File: config.mk
export PLATFORM = sky130hd
export DESIGN_NAME = dff_bank
export DESIGN_NICKNAME = d
export VERILOG_FILES = /design/src/rtl/dff_bank.sv
export SDC_FILE = /design/constraint.sdc
export NUM_CORES = 1
export LEC_CHECK = 0
export BUFFER_PORTS_ARGS = -buffer_cell sky130_fd_sc_hd__buf_2
export CORE_MARGIN = 1.5
export CORE_UTILIZATION = 42
export CTS_BUF_LIST = sky130_fd_sc_hd__clkbuf_8 sky130_fd_sc_hd__clkbuf_16
export DETAILED_ROUTE_END_ITERATION = 8
export PLACE_DENSITY = 0.67
export SYNTH_ARGS = -nofsm -noshare
export SYNTH_HDL_FRONTEND = slang
export SYNTH_SLANG_ARGS = --single-unit
File: constraint.sdc
create_clock -name clk -period 4.12 [get_ports clk]
set_input_delay 0 -clock clk [delete_from_list [all_inputs] [get_ports clk]]
set_output_delay 0 -clock clk [all_outputs]
set_load 0.1 [all_outputs]
File: src/rtl/dff_bank.sv
// dff_bank: WIDTH-bit register bank with set/clear masks, load/hold/shift/toggle modes, edge flags, saturating change counter.
// Latency: 1 edge from d/sin to q (3 edges when DFF_BANK_SYNC2_EN is defined); flags and chg_cnt track q on the same edge.
// Backpressure: none; en=0 freezes q, q_prev and chg_cnt, while cnt_clr still acts. Optional feature macro: DFF_BANK_SYNC2_EN.
module dff_bank #(
   parameter int               WIDTH   = 8,
   parameter logic [WIDTH-1:0] RST_VAL = {WIDTH{1'b0}},
   parameter int               CNT_W   = 8
) (
   input  logic             clk,
   input  logic             r_n,
   input  logic             en,
   input  logic [1:0]       mode,
   input  logic [WIDTH-1:0] d,
   input  logic             sin,
   input  logic [WIDTH-1:0] s_mask,
   input  logic [WIDTH-1:0] c_mask,
   input  logic             cnt_clr,
   output logic [WIDTH-1:0] q,
   output logic [WIDTH-1:0] q_rise,
   output logic [WIDTH-1:0] q_fall,
   output logic [CNT_W-1:0] chg_cnt
);

   localparam logic [1:0] MODE_LOAD   = 2'b00;
   localparam logic [1:0] MODE_HOLD   = 2'b01;
   localparam logic [1:0] MODE_SHIFT  = 2'b10;
   localparam logic [1:0] MODE_TOGGLE = 2'b11;

   localparam logic [CNT_W-1:0] CNT_MAX = {CNT_W{1'b1}};

   logic [WIDTH-1:0] d_use;
   logic             sin_use;
   logic [WIDTH-1:0] mode_val;
   logic [WIDTH-1:0] next_q;
   logic [WIDTH-1:0] q_prev;
   logic             upd;

`ifdef DFF_BANK_SYNC2_EN
   logic [WIDTH-1:0] d_s1, d_s2;
   logic             sin_s1, sin_s2;

   // two-flop synchronisers on the data inputs; they shift every edge regardless of en
   always_ff @(posedge clk or negedge r_n) begin
      if (!r_n) begin
         d_s1   <= '0;
         d_s2   <= '0;
         sin_s1 <= 1'b0;
         sin_s2 <= 1'b0;
      end else begin
         d_s1   <= d;
         d_s2   <= d_s1;
         sin_s1 <= sin;
         sin_s2 <= sin_s1;
      end
   end

   assign d_use   = d_s2;
   assign sin_use = sin_s2;
`else
   assign d_use   = d;
   assign sin_use = sin;
`endif

   // mode result for every bit, then masks override bit-by-bit (clear beats set)
   always_comb begin
      mode_val = q;
      case (mode)
         MODE_LOAD:   mode_val = d_use;
         MODE_HOLD:   mode_val = q;
         MODE_SHIFT:  mode_val = {q[WIDTH-2:0], sin_use};
         MODE_TOGGLE: mode_val = q ^ d_use;
         default:     mode_val = q;
      endcase
      next_q = (mode_val | s_mask) & ~c_mask;
   end

   // main register plus the previous-value copy used for edge detection
   always_ff @(posedge clk or negedge r_n) begin
      if (!r_n) begin
         q      <= RST_VAL;
         q_prev <= RST_VAL;
      end else if (en) begin
         q      <= next_q;
         q_prev <= q;
      end
   end

   // remembers whether the last edge was an update edge; a frozen edge must not
   // re-report the previous transition even though q_prev is held
   always_ff @(posedge clk or negedge r_n) begin
      if (!r_n) upd <= 1'b0;
      else      upd <= en;
   end

   // change counter: clear has priority, increments only on real changes, saturates at all-ones
   always_ff @(posedge clk or negedge r_n) begin
      if (!r_n)
         chg_cnt <= '0;
      else if (cnt_clr)
         chg_cnt <= '0;
      else if (en && (next_q != q) && (chg_cnt != CNT_MAX))
         chg_cnt <= chg_cnt + 1'b1;
   end

   // edge flags come only from registers, so there is no input-to-output path
   always_comb begin
      q_rise = (q & ~q_prev) & {WIDTH{upd}};
      q_fall = (~q & q_prev) & {WIDTH{upd}};
   end

endmodule

==> flow_summary.ini, run 1 <==
[status]
status = finished, final reports clean

[job]
cap_violations = 0

[cells_and_area]
final_cell_mix = buf_2, nor2_1, dfrtp_1
fill_cells = 458
antenna_cells = 0
drive_above_1_share = 0.3219
nets = 325
final_common_cell = buf_2
final_cells = 359
area_delta_synth_final_pct = 17.23

[critical_path]
slowest_stage = dfrtp_1
path_cells = and3b_1 -> o41ai_1 -> a2111o_1 -> nor4_4 -> a21oi_2 -> nand3_2 -> mux2_4
path_max_fanout = 11
worstSetupStartpointType = flip-flop
critPathRequiredTime_ns = 4.29
critical-path-max-stage-delay_ns = 0.57
cp.arrival_ns = 2.53
end_kind = flip-flop
critPathTopFamily = compound AO/OA/AOI/OAI gates
path_class = reg -> reg
cp_num_buf_inv = 0

[sta]
clock-skew-final_ns = 0.006777
tns_ns = 0
fin_crit_ns = 2.361
setup_violations = 0
maxSlewViolCount = 0
maxSlewHeadroom = 0.6037
tightest_slew_ns = 0.5945
hold_slack_ns = 0.03279
rsz0062_at_grt = no
fmax_mhz = 423.6
hold_viol_final = 0
fin_crit_sh = 0.5730

[routing]
top_layer_used = met4
route.met3.wl_um = 183
detail-route-antenna-nets = 0
wl_per_cell_um = 14.57
vias = 1933
wl_um = 5229
dr.pass1.iters = 4
viasPerCell = 5.384
drc = 0
wl_met1_um = 2590
first_iter_violations = 134
wl_met2_um = 2408

[logic_synthesis]
synth_top_area_frac = 0.2960
yosysSeqAreaShare = 0.2960
yosys-top-cells-area = dfrtp_1, mux2_2, mux2i_1
synth_edf_count = 0
synthesis.nets = 270
postSynthAreaPerCell_sq_um = 8.879
syn_inst = 238
ys_ff_latch = 25
synth_area_sq_um = 2113
synthDistinctLibCells = 57
synthArstFlopShare = 1.000
synth_flop_cell = dfrtp_1
synth_area_leader_cell = dfrtp_1
yosysWarnings = 0

[power]
cellPowerDensity_nw_per_um2 = 375.7
p_sw_frac = 0.5021
ir_drop_v = 0.0002966
seq_power_share = 0.348
leakagePower_uw = 0.001222
intPower_uw = 463.5
pwr-share-comb = 0.484
p_switching_uw = 467.4
pwr-share-clk = 0.168

[clock_network]
clock-sinks = 25
cts_root_buf = clkbuf_8
cts_max_level = 1
worstSkewPairLatency_ns = 0.28
numCtsBuffers = 3
cts_setup_buffers = 0
ctsResizeCount = 0
path_clk_slew_ns = 0.10
cts_tree = done
clk_path_buf_depth = 2

[floorplan]
io_pins = 63
die_h_um = 73.94
fp-row-count = 25
die_width_um = 73.94
core_sq_um = 4786
die_area_sq_um = 5466
start_util = 0.4416

[global_routing]
antenna_found_initial = 0
grt_max_degree = 36
grt_pass1_vias = 1709
gr-total-overflow = 0
grt_usage = 0.1982
grt_pass1_wl_um = 8293

[placed_design]
dp_cells = 352
dpl.hpwl_um = 3938
io_buffers = 62
gp_congestion = 0.9203

[min_path]
hold_class = in -> reg
## synth_stat cells (2+ instances only)
cell type,count
clkbuf_1,6
mux2_4,3
nand3_1,4
mux2i_1,10
nor3_1,4
xnor2_1,5
and3_1,4
or2_2,3
o21ai_0,7
buf_2,3
nor2b_1,10
dfrtp_1,25
o211ai_1,3
mux2_2,9
a21o_1,3
nand2b_1,6
a21oi_1,14
and3b_1,8
nor2_1,26
xor2_1,2
and2_1,3
a31o_2,2
o41ai_1,2
a211oi_1,2
buf_6,5
a31o_1,2
nand2_1,22
inv_1,11
a2111o_1,2
or3_1,2
a22o_1,4
## per-stage QoR
step                cell area, sq um  total power [uW]    util  worst slack (ns)
finish                          2477             930.9  0.5176             1.759
global route                    2477             981.9  0.5176             1.652
CTS                             2477             938.7  0.5176             1.758
detailed placement              2399             778.0  0.5012             1.779
global placement                2399             774.0  0.5012             1.775
floorplan                       2113             694.7       -             1.235
## routing by layer
layer | track usage | up-vias
li1 | - | 956
met2 | 0.3016 | 42
met4 | 0.05556 | 0
met3 | 0.02168 | 4
met1 | 0.2978 | 931
met5 | 0 | -
## area by class of cell
class	count	area (sq um)	share of cell area
clock buffers	3	41.29	0.01667
clock inverters	1	7.507	0.003030
inverters	11	41.29	0.01667
multi-input cells	187	1338	0.5399
flip-flops and latches	25	625.6	0.2525
well taps	67	83.83	0.03384
repair buffers	65	340.3	0.1374
## path summary, 6_finish.rpt
check,start,to,slack [ns],cells after the start
worst max-delay path,q[2],chg_cnt[4],1.76,7
worst min-delay path,s_mask[4],q[4],0.03,3
worst max register to register,q[2],chg_cnt[4],1.76,7
worst min register to register,q_prev[3],q_prev[3],0.54,1
max in group asynchronous,r_n,q_prev[0],3.47,2
min in group asynchronous,r_n,q[5],0.27,2
## state kept, by name, indices dropped and copies added (netlist names)
name	count
upd	1
q	8
q_prev	8
chg_cnt	8
## timing repair
item | 4_1_cts | 5_1_grt
hold buffers | 3 | 0
endpoints found under the hold margin | 29 | 0
endpoints found under the setup margin | 0 | 0
## logic make-up after synthesis
logic type / Yosys count / synth area share
xor gates and xnor gates: 7 / 0.02901
and+or+nand+nor: 102 / 0.2688
DFF: 25 / 0.2960
muxes: 23 / 0.1220
buffers and inverters: 26 / 0.07104
AOI/OAI and AO/OA: 54 / 0.2072
adders and majority gates: 1 / 0.005920
## tightest hold or removal path, cell delays in order
cell	delay (ns)
buf_2	0.11
o211ai_1	0.09
o21ai_0	0.07
## power by group through the flow
stage                     combinational, uW  clock, uW  sequential [uW]
after detailed placement                450          0              328
after CTS                               453        162              324
after global routing                    477        174              331
after global placement                  447          0              327
after floorplan                         286          0              409
final                                   450        157              324
Power figures use the tool's default switching activity.
==> inputs of run 2 (changes only) <==
Settings changed: PLACE_DENSITY 0.67 to 0.7.
Clock period 4.12 ns to 2.03 ns, I/O delays scaled along.
==> flow_summary.ini, run 2 (same netlist as run 1, synthesis figures left out) <==
[sta]
setup_violations = 7
fin_crit_sh = 1.041
hold_slack_ns = 0.03789
timing.final.ws_setup_ns = -0.08422
maxSlewViolCount = 0
maxSlewHeadroom = 0.6114
tns_ns = -0.3078
rsz0062_at_grt = yes
tightest_slew_ns = 0.5829
fmax_mhz = 473.0
clock-skew-final_ns = 0.004242
fin_crit_ns = 2.114
hold_viol_final = 0

[cells_and_area]
final_cells = 393
top_regs = chg_cnt: 8 flops, q: 8 flops, q_prev: 8 flops
final_common_cell = buf_2
area_delta_synth_final_pct = 35.70
nets = 359
antenna_cells = 0
fill_cells = 418
fin_util = 0.5992
drive_above_1_share = 0.4939
final_cell_mix = buf_2, buf_4, nand2_1

[min_path]
hold_depth = 3
hp-start = s_mask[0]
hold_class = in -> reg
whs_endpoint = q[0]

[critical_path]
r2r-end = chg_cnt[4]
critPathRequiredTime_ns = 2.20
path_max_fanout = 7
worstReg2RegStart = q[0]
cp.arrival_ns = 2.28
rrSetupSlack_ns = -0.08
end_kind = flip-flop
worstSetupStartpointType = flip-flop
path_class = reg -> reg
worst-r2r-cell-count = 7

[placed_design]
dp_cells = 385
io_buffers = 62
gp_congestion = 0.8361
dpl.hpwl_um = 4158

[power]
power.total_uw = 2023
leakagePower_uw = 0.001389
cellPowerDensity_nw_per_um2 = 705.6
ir_drop_v = 0.0003301

[global_routing]
grt_pass1_wl_um = 8680
antenna_found_initial = 0
grt_max_degree = 26
grt_pass1_vias = 1901
gr-total-overflow = 0
grt_usage = 0.2032

[routing]
first_iter_violations = 62
drc = 0
detail-route-antenna-nets = 0
wl_per_cell_um = 13.73
vias = 2057
viasPerCell = 5.234
dr.pass1.iters = 4
wl_um = 5394

[floorplan]
fp-row-count = 25
die_area_sq_um = 5466
die_h_um = 73.94
start_util = 0.4416
io_pins = 63
core_sq_um = 4786
die_width_um = 73.94

[clock_network]
worstSkewPairLatency_ns = 0.27
clk_path_buf_depth = 2
cts_root_buf = clkbuf_8
cts_tree = done
cts_max_level = 1
clock-sinks = 25
path_clk_slew_ns = 0.10
numCtsBuffers = 3

[status]
status = complete, but fails checks
violations = setup timing

[job]
cap_violations = 0
-- run 2: cell types whose count changed in the layout (fill, tap and decap cells not counted), sizes merged --
cell  change
buf      +34
-- run 2: layer usage --
| layer | global-route usage | vias to the layer above | part of all wire |
|---|---|---|---|
| li1 | - | 1025 | - |
| met1 | 0.2726 | 987 | 0.47 |
| met2 | 0.3522 | 39 | 0.49 |
| met3 | 0.02168 | 6 | 0.030 |
| met4 | 0.04733 | 0 | 0.0089 |
| met5 | 0 | - | 0 |
-- run 2: area by class of cell --
type	instances	area [sq um]	area share
Clock inverter	1	7.507	0.002618
Inverter	11	41.29	0.01440
Tap cell	67	83.83	0.02923
Multi-Input combinational cell	187	1445	0.5039
Sequential cell	25	653.1	0.2277
Timing Repair Buffer	99	595.6	0.2077
Clock buffer	3	41.29	0.01440
-- run 2: critical path: stages (launching register included) --
cell and delay (ns):
dfrtp_4 0.46, and3b_1 0.22, o41ai_4 0.08, a2111o_1 0.41, nor4_4 0.34, a21oi_2 0.11, nand3_2 0.10, mux2_4 0.29
-- run 2: how the worst max path moves through the flow --
stage / startpoint / end / slack [ns] / cells after the start
after detailed placement: q[0] / chg_cnt[4] / -0.16 / 7
after global routing: q[2] / chg_cnt[4] / -0.15 / 7
after floorplan: q[0] / chg_cnt[4] / -0.39 / 8
after global placement: q[0] / chg_cnt[4] / -0.12 / 7
after CTS: q[2] / chg_cnt[4] / -0.07 / 7
final: q[0] / chg_cnt[4] / -0.08 / 7
-- run 2: what timing repair did --
item                                    in CTS  in global routing
gates resized for setup                      3                  8
endpoints found under the setup margin       8                  8
hold endpoints to repair                    26                  1
hold buffers                                 2                  1
gates cloned                                 0                  0
pin swaps                                    3                  1
buffers inserted                             0                  1
-- run 2: report_power, final --
| group | switching (uW) | total (uW) | internal, uW | leakage [uW] |
|---|---|---|---|---|
| logic | 743 | 1080 | 339 | 0.00107 |
| registers | 60.9 | 628 | 567 | 0.000301 |
| clock network | 174 | 313 | 139 | 0.0000217 |
| total | 978 | 2020 | 1050 | 0.00139 |
-- run 2: through the flow --
step,setup slack [ns],instance area [sq um]
after global placement,-0.1236,2721
after floorplan,-0.3876,2201
after CTS,-0.07172,2801
after global routing,-0.1496,2868
after detailed placement,-0.1589,2721
final,-0.08422,2868
==> inputs of run 3 (changes only) <==
Clock period 2.03 ns to 1.9 ns, I/O delays scaled along.
==> flow_summary.ini, run 3 (same netlist as run 1, synthesis figures left out) <==
[status]
status = complete, but fails checks
violations = setup timing

[critical_path]
crit_start = q[2]
end_kind = flip-flop
critPathTopFamily = simple AND/OR/NAND/NOR gates
cp.arrival_ns = 2.28
critPathRequiredTime_ns = 2.08
worstSetupStartpointType = flip-flop
cp_num_buf_inv = 1
path_max_fanout = 6
path_class = reg -> reg
worstReg2RegStart = q[2]
slowest_stage = dfrtp_4
critical-path-max-stage-delay_ns = 0.45
path_cells = and3b_1 -> o41ai_2 -> a2111o_1 -> nor4_4 -> buf_4 -> a211oi_1 -> xnor2_1 -> nor2_1

[sta]
tightest_slew_ns = 0.5814
fmax_mhz = 476.0
fin_crit_ns = 2.101
fin_crit_sh = 1.106
setup_violations = 8
maxSlewViolCount = 0
clock-skew-final_ns = 0.003286
hold_viol_final = 0
timing.final.ws_setup_ns = -0.2008
rsz0062_at_grt = yes
maxSlewHeadroom = 0.6124

[min_path]
hp-start = c_mask[2]
hold_class = in -> reg

[cells_and_area]
final_cell_mix = buf_2, buf_4, nand2_1
fin_util = 0.6052
antenna_cells = 0
final-seq-area_sq_um = 653.1
final_cells = 396
drive_above_1_share = 0.4924
final_common_cell = buf_2
area_delta_synth_final_pct = 37.06
top_regs = chg_cnt: 8 flops, q: 8 flops, q_prev: 8 flops
multi_input_area_sq_um = 1431
fill_cells = 422
nets = 362

[clock_network]
path_clk_slew_ns = 0.10
clock-sinks = 25
cts_tree = done
cts_max_level = 1
clk_path_buf_depth = 2
numCtsBuffers = 3
worstSkewPairLatency_ns = 0.28
cts_root_buf = clkbuf_8

[global_routing]
grt_pass1_wl_um = 9342
gr-total-overflow = 0
antenna_found_initial = 0
grt_usage = 0.2193
grt_pass1_vias = 1957
grt_max_degree = 26

[placed_design]
gp_congestion = 0.8794
io_buffers = 62
dpl.hpwl_um = 4138
dp_cells = 388

[floorplan]
core_sq_um = 4786
die_h_um = 73.94
start_util = 0.4416
io_pins = 63
fp-row-count = 25
die_width_um = 73.94
die_area_sq_um = 5466

[routing]
wl_met1_um = 2523
wl_um = 5506
first_iter_violations = 151
wl_per_cell_um = 13.90
viasPerCell = 5.225
wl_met2_um = 2709
vias = 2069
top_layer_used = met4
route.met3.wl_um = 219
detail-route-antenna-nets = 0
dr.pass1.iters = 4
drc = 0

[power]
seq_power_share = 0.309
ir_drop_v = 0.0004566
pwr-share-clk = 0.158
p_sw_frac = 0.4849
p_switching_uw = 1059
leakagePower_uw = 0.001408
cellPowerDensity_nw_per_um2 = 754.3
pwr-share-comb = 0.533
intPower_uw = 1125

[job]
cap_violations = 0
run 3: final timing paths:
check / endpoint / slack, ns / depth (start not counted)
max in group asynchronous: q[0] / 1.22 / 2
max reg2reg: chg_cnt[6] / -0.20 / 8
max: chg_cnt[6] / -0.20 / 8
min reg2reg: q_prev[6] / 0.54 / 1
min in group asynchronous: q_prev[3] / 0.24 / 2
min: q[2] / 0.04 / 3
run 3: area by class of cell:
cell class | instances | area share
Tap cell | 67 | 0.02894
Clock buffer | 3 | 0.01425
Inverter | 11 | 0.01425
Clock inverter | 1 | 0.002592
Sequential cell | 25 | 0.2255
Timing Repair Buffer | 102 | 0.2203
Multi-Input combinational cell | 187 | 0.4942
run 3: power by group through the flow:
| stage | clock network, uW | registers [uW] | logic (uW) |
|---|---|---|---|
| 2_1_floorplan | 0 | 908 | 637 |
| 3_3_place_gp | 0 | 678 | 1130 |
| 3_5_place_dp | 0 | 683 | 1140 |
| 4_1_cts | 353 | 673 | 1170 |
| 5_1_grt | 377 | 685 | 1240 |
| 6_report | 345 | 675 | 1160 |
run 3: metal layers:
metal	GRT usage	up-vias
met5	0	-
met2	0.3661	54
met4	0.06584	0
li1	-	1028
met3	0.02439	5
met1	0.2996	982
run 3: worst reg2reg max path: cells and delay by family, from the launching register on:
kind            cells  cell delay (ns)
compound gates      3             0.56
xor+xnor            1             0.18
buf+inv             1             0.19
flops               1             0.45
simple gates        3             0.62
run 3: stage by stage:
stage / setup WS (ns) / instance area [sq um] / total power [uW] / hold WS [ns] / setup TNS (ns)
global route: -0.2844 / 2897 / 2299 / 0.05975 / -2.012
floorplan: -0.5176 / 2206 / 1545 / -0.2956 / -2.747
global placement: -0.2243 / 2761 / 1808 / 0.03084 / -1.402
detailed placement: -0.2704 / 2761 / 1823 / 0.03702 / -1.736
CTS: -0.1774 / 2889 / 2192 / 0.02539 / -1.228
finish: -0.2008 / 2897 / 2185 / 0.04178 / -1.276
run 3: timing repair:
item	4_1_cts	5_1_grt
buffers inserted	1	0
gates cloned	0	0
resized for setup	8	3
hold buffers	3	0
setup endpoints to repair	8	8
hold endpoints to repair	29	0
pin swaps	5	0
